==> src/rtl/fetch_pkg.sv <==
`default_nettype none
// ============================================================================
// Module      : fetch_pkg
// Description : Shared widths, defaults, FSM state encoding and FIFO entry
//               type for the instruction fetch queue.
// Revision    : 1.0 - initial release
// ============================================================================
package fetch_pkg;

    localparam int              XLEN             = 32;
    localparam int              DEFAULT_DEPTH    = 4;
    localparam logic [XLEN-1:0] DEFAULT_RESET_PC = 32'h0;

    // Fetch control FSM: BOOT lasts exactly one cycle after reset release.
    typedef enum logic [0:0] {
        ST_BOOT = 1'b0,
        ST_RUN  = 1'b1
    } fetch_state_e;

    // One queued instruction: the fetched word and the word address it came from.
    typedef struct packed {
        logic [XLEN-1:0] instr;
        logic [XLEN-1:0] pc;
    } fetch_entry_t;

    // Sequential word address; wraps naturally from all-ones to zero.
    function automatic logic [XLEN-1:0] next_pc(input logic [XLEN-1:0] pc);
        return pc + {{(XLEN-1){1'b0}}, 1'b1};
    endfunction

endpackage
`default_nettype wire

==> src/rtl/fetch_fifo.sv <==
`default_nettype none
// ============================================================================
// Module      : fetch_fifo
// Description : Circular buffer holding fetched {instr, pc} entries with
//               read/write pointers and an occupancy count. Flush clears the
//               pointers and count and wins over push and pop.
// Ports       : clk, reset (async, active-low)
//               i_flush      - discard all entries
//               i_push       - write i_push_entry at the tail
//               i_pop        - retire the head entry
//               o_head       - entry at the read pointer
//               o_count      - number of valid entries (0..DEPTH)
// Revision    : 1.0 - initial release
// ============================================================================
module fetch_fifo
    import fetch_pkg::*;
#(
    parameter int DEPTH = DEFAULT_DEPTH
) (
    input  logic                   clk,
    input  logic                   reset,
    input  logic                   i_flush,
    input  logic                   i_push,
    input  fetch_entry_t           i_push_entry,
    input  logic                   i_pop,
    output fetch_entry_t           o_head,
    output logic [$clog2(DEPTH):0] o_count
);

    localparam int c_PTR_W = $clog2(DEPTH);
    localparam int c_CNT_W = c_PTR_W + 1;

    fetch_entry_t       r_mem [DEPTH];
    logic [c_PTR_W-1:0] r_wr_ptr;
    logic [c_PTR_W-1:0] r_rd_ptr;
    logic [c_CNT_W-1:0] r_count;

    // DEPTH is a power of two, so pointer wrap is plain binary overflow.
    always_ff @(posedge clk or negedge reset) begin
        if (!reset) begin
            r_wr_ptr <= '0;
            r_rd_ptr <= '0;
            r_count  <= '0;
        end else if (i_flush) begin
            r_wr_ptr <= '0;
            r_rd_ptr <= '0;
            r_count  <= '0;
        end else begin
            if (i_push) begin
                r_wr_ptr <= r_wr_ptr + c_PTR_W'(1);
            end
            if (i_pop) begin
                r_rd_ptr <= r_rd_ptr + c_PTR_W'(1);
            end
            case ({i_push, i_pop})
                2'b10:   r_count <= r_count + c_CNT_W'(1);
                2'b01:   r_count <= r_count - c_CNT_W'(1);
                default: r_count <= r_count;
            endcase
        end
    end

    // Storage carries no reset; the top gates its outputs when the queue is empty.
    always_ff @(posedge clk) begin
        if (i_push && !i_flush) begin
            r_mem[r_wr_ptr] <= i_push_entry;
        end
    end

    assign o_head  = r_mem[r_rd_ptr];
    assign o_count = r_count;

endmodule
`default_nettype wire

==> src/rtl/instr_fetch_queue.sv <==
`default_nettype none
// ============================================================================
// Module      : instr_fetch_queue
// Description : Sequential instruction prefetcher in front of a synchronous
//               (1-cycle) instruction memory. Fetches are credit-limited so
//               every returning word always finds a free FIFO slot. A
//               redirect flushes the queue, drops the word arriving that
//               cycle and immediately fetches from the new address.
// Ports       : clk, reset (async, active-low)
//               redirect / redirect_pc   - flush and restart fetch
//               imem_en / imem_addr      - memory read request
//               imem_rdata               - read data, one cycle after imem_en
//               instr_valid / instr / instr_pc / instr_ready - core handshake
// Config      : FETCH_BYPASS_EN - when defined, a word arriving into an empty
//               queue is forwarded to the core in the same cycle.
// Revision    : 1.0 - initial release
// ============================================================================
module instr_fetch_queue
    import fetch_pkg::*;
#(
    parameter int              DEPTH    = DEFAULT_DEPTH,
    parameter logic [XLEN-1:0] RESET_PC = DEFAULT_RESET_PC
) (
    input  logic            clk,
    input  logic            reset,
    input  logic            redirect,
    input  logic [XLEN-1:0] redirect_pc,
    output logic            imem_en,
    output logic [XLEN-1:0] imem_addr,
    input  logic [XLEN-1:0] imem_rdata,
    output logic            instr_valid,
    output logic [XLEN-1:0] instr,
    output logic [XLEN-1:0] instr_pc,
    input  logic            instr_ready
);

    localparam int               c_CNT_W = $clog2(DEPTH) + 1;
    localparam logic [c_CNT_W:0] c_DEPTH = (c_CNT_W + 1)'(DEPTH);

    fetch_state_e    r_state;
    logic [XLEN-1:0] r_fetch_pc;
    logic [XLEN-1:0] r_resp_pc;
    logic            r_inflight;

    logic [c_CNT_W-1:0] w_count;
    logic [c_CNT_W:0]   w_occupancy;
    logic               w_has_credit;
    logic               w_issue;
    logic               w_empty;
    logic               w_resp_valid;
    logic               w_push;
    logic               w_pop;
    logic               w_valid;
    fetch_entry_t       w_resp_entry;
    fetch_entry_t       w_head;
    fetch_entry_t       w_out_entry;

    // ------------------------------------------------------------------
    // Fetch issue: queued entries plus the word still in the memory pipe
    // must leave room for the new request.
    // ------------------------------------------------------------------
    assign w_occupancy  = {1'b0, w_count} + {{c_CNT_W{1'b0}}, r_inflight};
    assign w_has_credit = (w_occupancy < c_DEPTH);
    assign w_issue      = (r_state == ST_RUN) && (redirect || w_has_credit);

    assign imem_en   = w_issue;
    assign imem_addr = redirect ? redirect_pc : r_fetch_pc;

    // A word arriving in a redirect cycle belongs to the abandoned path.
    assign w_resp_valid = r_inflight && !redirect;
    assign w_resp_entry = '{instr: imem_rdata, pc: r_resp_pc};
    assign w_empty      = (w_count == '0);

`ifdef FETCH_BYPASS_EN
    logic w_bypass;

    assign w_bypass    = w_resp_valid && w_empty;
    assign w_valid     = !redirect && (!w_empty || w_resp_valid);
    assign w_out_entry = w_empty ? w_resp_entry : w_head;
    // A forwarded word consumed immediately never occupies a slot.
    assign w_push      = w_resp_valid && !(w_bypass && instr_ready);
    assign w_pop       = !redirect && !w_empty && instr_ready;
`else
    assign w_valid     = !redirect && !w_empty;
    assign w_out_entry = w_head;
    assign w_push      = w_resp_valid;
    assign w_pop       = w_valid && instr_ready;
`endif

    assign instr_valid = w_valid;
    assign instr       = w_valid ? w_out_entry.instr : '0;
    assign instr_pc    = w_valid ? w_out_entry.pc    : '0;

    // ------------------------------------------------------------------
    // Control FSM and fetch address tracking
    // ------------------------------------------------------------------
    always_ff @(posedge clk or negedge reset) begin
        if (!reset) begin
            r_state    <= ST_BOOT;
            r_fetch_pc <= RESET_PC;
            r_resp_pc  <= '0;
            r_inflight <= 1'b0;
        end else begin
            case (r_state)
                ST_BOOT: begin
                    r_state    <= ST_RUN;
                    r_inflight <= 1'b0;
                    if (redirect) begin
                        r_fetch_pc <= redirect_pc;
                    end
                end
                ST_RUN: begin
                    r_inflight <= w_issue;
                    // imem_addr already selects redirect_pc, so one update
                    // covers both sequential and redirected fetches.
                    if (w_issue) begin
                        r_resp_pc  <= imem_addr;
                        r_fetch_pc <= next_pc(imem_addr);
                    end
                end
                default: begin
                    r_state <= ST_BOOT;
                end
            endcase
        end
    end

    fetch_fifo #(
        .DEPTH (DEPTH)
    ) u_fetch_fifo (
        .clk          (clk),
        .reset        (reset),
        .i_flush      (redirect),
        .i_push       (w_push),
        .i_push_entry (w_resp_entry),
        .i_pop        (w_pop),
        .o_head       (w_head),
        .o_count      (w_count)
    );

endmodule
`default_nettype wire

==> config.mk <==
export PLATFORM = sky130hd
export DESIGN_NAME = instr_fetch_queue
export DESIGN_NICKNAME = d
export VERILOG_FILES = /design/src/rtl/fetch_pkg.sv /design/src/rtl/fetch_fifo.sv /design/src/rtl/instr_fetch_queue.sv
export SDC_FILE = /design/constraint.sdc
export NUM_CORES = 1
export LEC_CHECK = 0
export CORE_UTILIZATION = 55
export CTS_CLUSTER_DIAMETER = 120
export CTS_CLUSTER_SIZE = 20
export DETAILED_ROUTE_END_ITERATION = 8
export MAX_ROUTING_LAYER = met4
export PLACE_DENSITY = 0.79
export SETUP_SLACK_MARGIN = 0.2
export SLEW_MARGIN = 20
export SYNTH_ARGS = -nofsm -noshare
export SYNTH_HDL_FRONTEND = slang
export SYNTH_SLANG_ARGS = --single-unit
==> constraint.sdc <==
create_clock -name clk -period 3.1 [get_ports clk]
set_input_delay 0.465 -clock clk [delete_from_list [all_inputs] [get_ports clk]]
set_output_delay 0.465 -clock clk [all_outputs]
set_load 0.01 [all_outputs]
**Yosys cells after proc, flatten, opt, wreduce, memory -nomap -nowiden**

Memories as Yosys holds them, arrays and structs flattened.
Index checks and enable logic that the tools add are counted.

- Flip-flop bits (word level): 73
- Latch bits: 0
- RAM bits: 256
- Bits in read-only memories: 0
- Logic and storage cells: 46
- Memories: 1

- $add $sub $neg: 6
- Multipliers: 0
- Div/mod/pow operators: 0
- Magnitude comparators: 1
- Equal/unequal tests: 3
- Shifts and indexed selects: 0
- Muxes and demuxes: 14
- Bitwise logic cells: 1
- Reduce and logical (&&, ||, !) cells: 13

Memory list:

| memory | depth | width | rd ports | clocked after memory_dff | write ports | RTL line | RTL |
|---|---|---|---|---|---|---|---|
| u_fetch_fifo.r_mem | 4 | 64 | 1 | 0 | 1 | fetch_fifo.sv:33 | `fetch_entry_t r_mem [DEPTH];` |

Operator list:

| kind | number |
|---|---|
| 32-bit 2-to-1 mux | 4 |
| 32-bit one-hot mux with 2 select lines | 1 |
| 32-bit by 1-bit adder with 32-bit output, second input constant | 1 |
| 2-bit 2-to-1 mux | 4 |
| 3-bit one-hot mux with 2 select lines | 1 |
| 1-bit logical AND | 5 |
| 2-bit by 1-bit adder with 2-bit output, second input constant | 2 |
| 3-bit by 1-bit adder with 4-bit output | 1 |
| 4-bit by 3-bit less-than comparator with 1-bit output, second input constant | 1 |
| 2-bit nonzero test | 2 |
| 3-bit by 1-bit adder with 3-bit output, second input constant | 1 |
| 3-bit zero test | 1 |
| 3-bit 2-to-1 mux | 1 |
| 3-bit nonzero test | 1 |
| 3-bit by 1-bit subtractor with 3-bit output, second input constant | 1 |
| 2-bit by 1-bit equality test with 1-bit output, second input constant | 1 |
| 2-bit equality test, second input constant | 1 |
| 1-bit zero test | 2 |
| 1-bit 2-to-1 mux | 2 |
| 2-bit != test, second input constant | 1 |
| 1-bit one-hot mux with 2 select lines | 1 |
| 2-bit AND reduction | 1 |
| 1-bit logical OR | 1 |
| 1-bit inverter | 1 |

**Logic depth before layout (Yosys ltp)**

Gate-level depths: netlist (run 1).

- Depth after elaboration: 7
- Depth in mapped cells: 11

**Hierarchy**

Synthesis (run 1) repeated with hierarchy kept, for this count alone.

- Cell total of the unflattened synthesis: 844
- Area total of the unflattened synthesis: 13835.8 um2

Modules (own cells, without submodules):

| module | instances | cells an instance | area each (um2) |
|---|---|---|---|
| fetch_fifo | 1 | 375 | 9656.8 |
| instr_fetch_queue | 1 | 469 | 4179.0 |

**Worst setup path after synthesis (run 1)**

OpenSTA, ideal clock, no wires.

- Kind: input to register
- Start: input redirect
- End: memory u_fetch_fifo.r_mem[0][0] in the netlist's numbering, enable pin
- Data arrival time: 2.917 ns
- Path slack: -0.246 ns
- Stages on the path: 6
- Path buffers: 4
- Cells stage by stage: buf_2 buf_2 buf_2 clkbuf_1 nor2b_1 and2_1

- Cells in the longest elaborated chain, start to end: 5

RTL lines:

| item | RTL line | RTL |
|---|---|---|
| start, declared | instr_fetch_queue.sv:26 | `input logic redirect,` |
| 1-bit zero test * | fetch_fifo.sv:65, instr_fetch_queue.sv:70 |  |
| 1-bit logical AND | instr_fetch_queue.sv:70 | `assign w_resp_valid = r_inflight && !redirect;` |
| 1-bit logical AND * | fetch_fifo.sv:65 | `if (i_push && !i_flush) begin` |
| 1-bit 2-to-1 mux * | fetch_fifo.sv:65 |  |
| 1-bit 2-to-1 mux (implied by the code) * | fetch_fifo.sv:66 | `r_mem[r_wr_ptr] <= i_push_entry;` |
| end, declared | fetch_fifo.sv:33 |  |

Mark *: on every way between the ends. The rest lies on a longest branch, timed or not.

**Final worst setup path (run 1)**

- Start: register u_fetch_fifo.r_count[2] (netlist: u_fetch_fifo.o_count[2])
- End: output instr_pc[31]

- Cells in the longest elaborated chain, start to end: 4

RTL lines:

| item | RTL line | RTL |
|---|---|---|
| start, declared | fetch_fifo.sv:36 | `logic [c_CNT_W-1:0] r_count;` |
| start signal, assigned | fetch_fifo.sv:56 | `2'b10: r_count <= r_count + c_CNT_W'(1);` |
| start signal, assigned | fetch_fifo.sv:57 | `2'b01: r_count <= r_count - c_CNT_W'(1);` |
| start signal, assigned | fetch_fifo.sv:58 | `default: r_count <= r_count;` |
| 3-bit zero test | instr_fetch_queue.sv:72 | `assign w_empty = (w_count == '0);` |
| 1-bit zero test | instr_fetch_queue.sv:84 | `assign w_valid = !redirect && !w_empty;` |
| 1-bit logical AND | instr_fetch_queue.sv:84 |  |
| 32-bit 2-to-1 mux | instr_fetch_queue.sv:92 | `assign instr_pc = w_valid ? w_out_entry.pc : '0;` |
| end, declared | instr_fetch_queue.sv:33 | `output logic [XLEN-1:0] instr_pc,` |

Every way passes these cells.

==> metrics.txt, run 1 <==
outcome complete, no violations; initial drt markers 646; post-synthesis adder-cell area fraction 0.00599; port bufs 165; Synth Area in Simple Gates 0.0872; post-layout net count 1,130; Worst setup EP type primary output; EDFF count, synth 256; Req. time, crit path 2630 ps; R2R depth 9; Synth Area in Compound Gates 0.0461; post-synthesis xor/xnor area fraction 0.0108; cells after synthesis 871; Overall Global Routing Usage 0.237; Worst Setup SP u_fetch_fifo.o_count[2]; Pwr per Cell Area 633 nW/um2; area grow syn2layout 22.6%; cell at the root of the clock tree clkbuf_16; Final Cycle Share 0.920; Core Area 24,500 um2; Crit Path Max Fanout 49; fin area 16,900 um2; initial antenna violation count 0; grt ovf 0; async set-or-reset flop fraction in the synthesized netlist 0.222; final wirelength 29.1 mm; DRC 0; antenna fix cells 0; Worst Tran Pin Value 839 ps; FF+latch count, synth 329; dpl hpwl 18.4 mm; Hold Violations, Final 0; Initial Utilization 0.564; main combinational cell family by area after synthesis multiplexers; Rel. slew slack 0.441; H-tree Lvls 1; capturing point of the worst reg2reg path u_fetch_fifo.o_count[2]; slowest stage delay, CP 530 ps; crit path kind reg2out; largest net degree at the start of global routing 65; r2r setup slk 690 ps; Top FF cell, synth edfxtp_1; CTS Buf Count 20; vias in the first global route 8,084; r2r startpoint u_fetch_fifo.o_count[2]; CP cell instances or3_4, buf_12, and3_1, clkdlybuf4s50_1; CTS tree done; Top Ports 166; # hold bufs at CTS 0; CP max-delay cell clkdlybuf4s50_1; Seq/Total Area, Yosys 0.690; Setup-failing EPs final 0; CTS Buffer Depth 3; mux contribution to synthesized area 0.135; die height 160 um; worst skew pair latency 500 ps; drt first pass iters 5; leakage power 6.58 nW; Num Clock Sinks 329; Hold Worst Slack 54.9 ps; row count 57; Max Transition Viols Final 0; CTS clk-pin slew, worst paths 80 ps; placed cell area 16,100 um2; clk_skew 8.77 ps; RSZ-0062 raised after global routing true; via count 8,155; CP Launch Type flip-flop; final setup TNS 0 ps; post-route insts no fill 1,394; layout cells sized above 1 0.155; Avg WL per Cell 20.8 um; Cell Area, Synth 13,800 um2; Synth warnings 0; hold crit path type in2async; first-pass GRT wire length 45.6 mm; CP arrival 2390 ps; Final ANT Viol Nets 0; die area 25,700 um2; critical path endpoint instr_pc[31]; Mean Syn Cell Area 15.8 um2; Post-Place Cells 1,342; Die Width 160 um; Vias per Instance 5.85; routability cong. 0.878; Max VDD drop 0.000360 V; Synth Net Count 945; Final Critical Period 2850 ps; Max Cap Viol 0; post-synth cell types 46; FMAX 0.351 GHz
[synth_stat cells, drive strengths merged (2+ instances only)]
cell type  instances  area [um2]
nand3b             8        60.1
edfxtp           256        7690
and2               7        43.8
xnor2             16         140
ha                 5        62.6
o21ai             47         235
nand2             72         270
nand4b             4        35.0
a31oi              8        50.1
a222oi             2        20.0
nor2b              4        25.0
a211oi             4        40.0
a21oi             13        65.1
o31a               4        35.0
a21o               2        15.0
inv               32         120
mux2              10         113
dfrtp             73        1830
nor4               4        25.0
nand2b             3        18.8
buf               14        72.6
and4               4        35.0
and3              70         438
nand3             22         115
nor2               8        30.0
clkbuf            40         150
a22oi              4        30.0
mux2i             31         310
nand4             10        62.6
nor3               6        30.0
mux4              64        1440
o31ai             15         113
[power by group]
group | leakage, nW | switching [mW] | internal [mW] | total [mW]
Sequential | 3.21 | 0.299 | 5.24 | 5.54
Clock | 0.282 | 1.36 | 1.28 | 2.64
Combinational | 3.08 | 1.20 | 1.34 | 2.53
Total | 6.58 | 2.85 | 7.86 | 10.7
[worst max-delay path: cells and delay by family, from the launching register on]
| kind | cells | cell delay (ps) |
|---|---|---|
| buffers and inverters | 2 | 720 |
| AND/OR/NAND/NOR | 2 | 670 |
| flip-flops | 1 | 450 |
[metal layers]
| metal | track usage | wire length [um] |
|---|---|---|
| met1 | 0.342 | 13000 |
| met2 | 0.372 | 14000 |
| met3 | 0.0297 | 1830 |
| met4 | 0.0398 | 289 |
| met5 | - | 0 |
[cell usage in the layout, fill, tap and decap left out, types with 3 or more instances in the layout]
cell             instances
inv_1                   31
nor4_1                   4
a21oi_1                 13
buf_4                   33
and2_1                   3
and3_1                  69
clkdlybuf4s50_1        105
nand3_1                 21
mux2i_1                 31
dfrtp_1                 71
nand3b_1                 8
mux4_2                  64
xnor2_1                 16
a31oi_1                  7
nand2b_1                 3
nor2b_1                  4
dlymetal6s2s_1          23
o31ai_1                 15
o21ai_0                 38
a22oi_1                  4
and2_4                   4
edfxtp_1               256
nand4_1                 10
nor3_1                   5
nand4b_1                 4
ha_1                     5
clkbuf_1                14
buf_12                  14
and4_1                   4
dlygate4sd2_1           34
clkbuf_16               21
o31a_1                   4
o21ai_1                  8
mux2_2                  10
nor2_1                   8
nand2_1                 72
[sequential cells by signal (all words and copies together) (netlist names)]
signal,flops
r_resp_pc,32
r_inflight,1
r_state,1
u_fetch_fifo.o_count,3
u_fetch_fifo.r_rd_ptr,2
u_fetch_fifo.r_mem,256
u_fetch_fifo.r_wr_ptr,2
r_fetch_pc,32
[cell families after synthesis]
family / Yosys count
AOI/OAI and AO/OA: 103
other: 1
buffers and inverters: 86
xor gates and xnor gates: 17
adders and majority gates: 6
muxes: 105
DFF: 329
and+or+nand+nor: 224
[worst min-delay path by stage]
stage / depth (start not counted) / from / endpoint / slack [ps]
2_1_floorplan: 0 / reset / r_fetch_pc[0] / 170
3_3_place_gp: 2 / r_fetch_pc[29] / r_fetch_pc[29] / 460
3_5_place_dp: 2 / r_fetch_pc[28] / r_fetch_pc[28] / 470
4_1_cts: 1 / reset / r_fetch_pc[26] / 60
5_1_grt: 1 / reset / r_fetch_pc[26] / 90
6_report: 1 / reset / r_fetch_pc[26] / 50
[per-stage QoR]
stage	setup slack (ps)	power, mW	util
after floorplan	313	6.88	-
after global placement	383	7.98	0.658
after detailed placement	328	8.05	0.658
after CTS	167	10.8	0.687
after global routing	163	11.2	0.691
final	248	10.7	0.691
[cell type report]
cell class,count,area (um2)
repair buffers,217,2290
fillers,1622,7550
clock buffers,35,578
clock inverters,1,16.3
multi-input cells,456,3980
inverters,32,120
flip-flops and latches,329,9520
well taps,324,405
[timing repair]
action	4_1_cts	5_1_grt
pin swaps	1	0
setup endpoints to repair	65	31
gates resized for setup	41	29
setup buffers	10	5
gates cloned	1	0
(Power assumes the default switching activity.)
==> run 2, diff against run 1 <==
--- a/config.mk
+++ b/config.mk
@@ -6,7 +6,7 @@
 export NUM_CORES = 1
 export LEC_CHECK = 0
 export CORE_UTILIZATION = 55
-export CTS_CLUSTER_DIAMETER = 120
+export CTS_CLUSTER_DIAMETER = 100
 export CTS_CLUSTER_SIZE = 20
 export DETAILED_ROUTE_END_ITERATION = 8
 export MAX_ROUTING_LAYER = met4
==> results of run 2 <==
Same layout as run 1: the final DEF is identical, and so are final timing and power.
==> run 3, diff against run 2 <==
--- a/config.mk
+++ b/config.mk
@@ -5,12 +5,14 @@
 export SDC_FILE = /design/constraint.sdc
 export NUM_CORES = 1
 export LEC_CHECK = 0
-export CORE_UTILIZATION = 55
+export CELL_PAD_IN_SITES_DETAIL_PLACEMENT = 0
+export CELL_PAD_IN_SITES_GLOBAL_PLACEMENT = 2
+export CORE_UTILIZATION = 40
 export CTS_CLUSTER_DIAMETER = 100
-export CTS_CLUSTER_SIZE = 20
+export CTS_CLUSTER_SIZE = 40
 export DETAILED_ROUTE_END_ITERATION = 8
 export MAX_ROUTING_LAYER = met4
-export PLACE_DENSITY = 0.79
+export PLACE_DENSITY_LB_ADDON = 0.1
 export SETUP_SLACK_MARGIN = 0.2
 export SLEW_MARGIN = 20
 export SYNTH_ARGS = -nofsm -noshare
==> metrics.txt, run 3 (synthesis results as in run 1) <==
Worst Tran Pin Value 693 ps (-145 ps); outcome complete, but fails checks; max FFs per register 256 (unchanged); clk_skew 35.4 ps (+26.6 ps); dpl hpwl 18.7 mm (+1.7%); hold crit path type in2async; CTS Buf Count 13 (-35%); failing checks negative hold slack; DRC 0 (unchanged); Rel. slew slack 0.538 (+0.0967); port bufs 165 (unchanged); grt ovf 0 (unchanged); CTS tree done; worst skew pair latency 510 ps (about the same); leakage power 6.51 nW (-1.0%); CTS clk-pin slew, worst paths 130 ps (+50 ps); met1 Usage GRT 0.264 (-0.0790); Num Clock Sinks 329 (unchanged); via count 7,880 (-3.4%); Final Critical Period 2950 ps (+93.9 ps); CP max-delay cell dfrtp_4; cell at the root of the clock tree clkbuf_16; Vias per Instance 5.22 (-11%); worst slack, placed 296 ps (-31.9 ps); CP cell instances buf_4, buf_4, bufbuf_16, mux4_2, and3_1, dlygate4sd2_1; row count 67 (+18%); most frequent cells in the layout edfxtp_1, clkdlybuf4s50_1, nand2_1; Largest regs u_fetch_fifo.r_mem: 256 flops, r_fetch_pc: 32 flops, r_resp_pc: 32 flops; placed cell area 16,300 um2 (+1.3%); layout cells sized above 1 0.161 (+0.00603); post-layout net count 1,129 (-0.088%); FMAX 0.339 GHz (-3.2%); H-tree Lvls 1 (unchanged); Worst path most repeated cell buf_4; first-pass GRT wire length 47.3 mm (+3.7%); Crit path buffers/inverters 4 (+2); Top delay family on crit path buffers and inverters; final setup TNS 0 ps (unchanged); largest net degree at the start of global routing 70 (+7.7%); CP arrival 2480 ps (+90 ps); # hold bufs at CTS 0 (unchanged); final worst slack 154 ps (-93.9 ps); Worst setup EP type primary output; antenna fix cells 0 (unchanged); die height 188 um (+17%); Final ANT Viol Nets 0 (unchanged); CTS Buffer Depth 3 (unchanged); Hold Violations, Final 1 (+1); Core Area 33,700 um2 (+38%); drt first pass iters 5 (unchanged); Req. time, crit path 2630 ps (about the same); GRT Max-Usage Layer met2; vias in the first global route 7,949 (-1.7%); crit path kind reg2out; Biggest register u_fetch_fifo.r_mem; fin area 17,000 um2 (+0.24%); Setup-failing EPs final 0 (unchanged); Die Width 188 um (+17%); initial antenna violation count 1 (+1); RSZ-0062 raised after global routing true; Crit Path Max Fanout 11 (-78%); initial drt markers 526 (-19%); Max VDD drop 0.000381 V (+5.8%); die area 35,200 um2 (+37%); Final Cycle Share 0.950 (+0.0303); most common cell after layout, fill and taps aside edfxtp_1; Overall Global Routing Usage 0.179 (-0.0578); Pwr per Cell Area 605 nW/um2 (-4.4%); routability cong. 0.754 (-14%); Avg WL per Cell 20.1 um (-3.4%); Max Cap Viol 0 (unchanged); CP Launch Type flip-flop; GRT met3 Usage 0.0210 (-0.00874); Initial Utilization 0.409 (-0.155); Max Transition Viols Final 0 (unchanged); slowest stage delay, CP 530 ps (about the same); Hold Worst Slack -19.2 ps (-74.1 ps); area grow syn2layout 22.9%; Finished Core Util 0.503 (-0.188); GR Util met2 0.275 (-0.0967); Top Ports 166 (unchanged); final wirelength 30.4 mm (+4.6%)
[run 3: changes by cell type in the layout (fill, tap and decap cells not counted), moves of 2 or more]
cell,change
clkbuf_1,-13
clkinv_2,+2
dlymetal6s2s_1,-4
inv_6,+2
dfrtp_1,-3
buf_16,+2
buf_4,+5
dlygate4sd2_1,+9
clkbuf_16,-8
buf_6,-2
clkdlybuf4s50_1,-6
dfrtp_2,+4
[run 3: what timing repair did]
item | CTS | global route
setup endpoints to repair | 65 | 24
setup buffers | 5 | 5
pin swaps | 1 | 0
resized for setup | 52 | 25
gates cloned | 6 | 0
[run 3: path summary, 6_finish.rpt]
| path | start | end | slack, ps | cells past startpoint |
|---|---|---|---|---|
| min in group clk | r_fetch_pc[26] | r_fetch_pc[26] | 500 | 2 |
| min | reset | r_resp_pc[10] | -20 | 1 |
| max in group asynchronous | reset | r_fetch_pc[8] | 2430 | 2 |
| max reg2reg | u_fetch_fifo.o_count[2] | u_fetch_fifo.o_count[2] | 630 | 8 |
| min reg2reg | r_fetch_pc[26] | r_fetch_pc[26] | 500 | 2 |
| max | u_fetch_fifo.r_rd_ptr[0] | instr[28] | 150 | 6 |
[run 3: power by group]
part / switching [mW] / leakage (nW) / total [mW] / internal, mW
Sequential: 0.302 / 3.21 / 5.54 / 5.24
Combinational: 1.20 / 3.10 / 2.54 / 1.34
Clock: 1.35 / 0.201 / 2.18 / 0.833
Total: 2.85 / 6.51 / 10.3 / 7.41
[run 3: final cells by class]
type / instances / area (um2)
fill: 2917 / 16700
sequential: 329 / 9520
multi-input combinational: 457 / 3980
timing repair buffer: 222 / 2360
tap: 448 / 561
clock buffer: 14 / 329
inverter: 32 / 120
clock inverter: 7 / 81.3
[run 3: through the flow]
stage,power [mW],instances
2_1_floorplan,6.88,871
3_3_place_gp,8.02,1472
3_5_place_dp,8.05,1472
4_1_cts,10.4,1504
5_1_grt,10.8,1509
6_report,10.3,1509
[run 3: worst register-to-register path, stage by stage (launching register included)]
cell,delay (ps)
dfrtp_2,500
or3_2,660
nand3_1,200
nor2_1,90
fa_1,430
mux2i_1,200
nand3_1,90
o311ai_0,120
a21oi_1,70
[run 3: routing by layer]
layer,vias to the layer above,wire (um),part of all wire
met4,0,204,0.0067
li1,3740,-,-
met5,-,0,0
met1,3961,14900,0.49
met2,164,14200,0.47
met3,15,1140,0.038
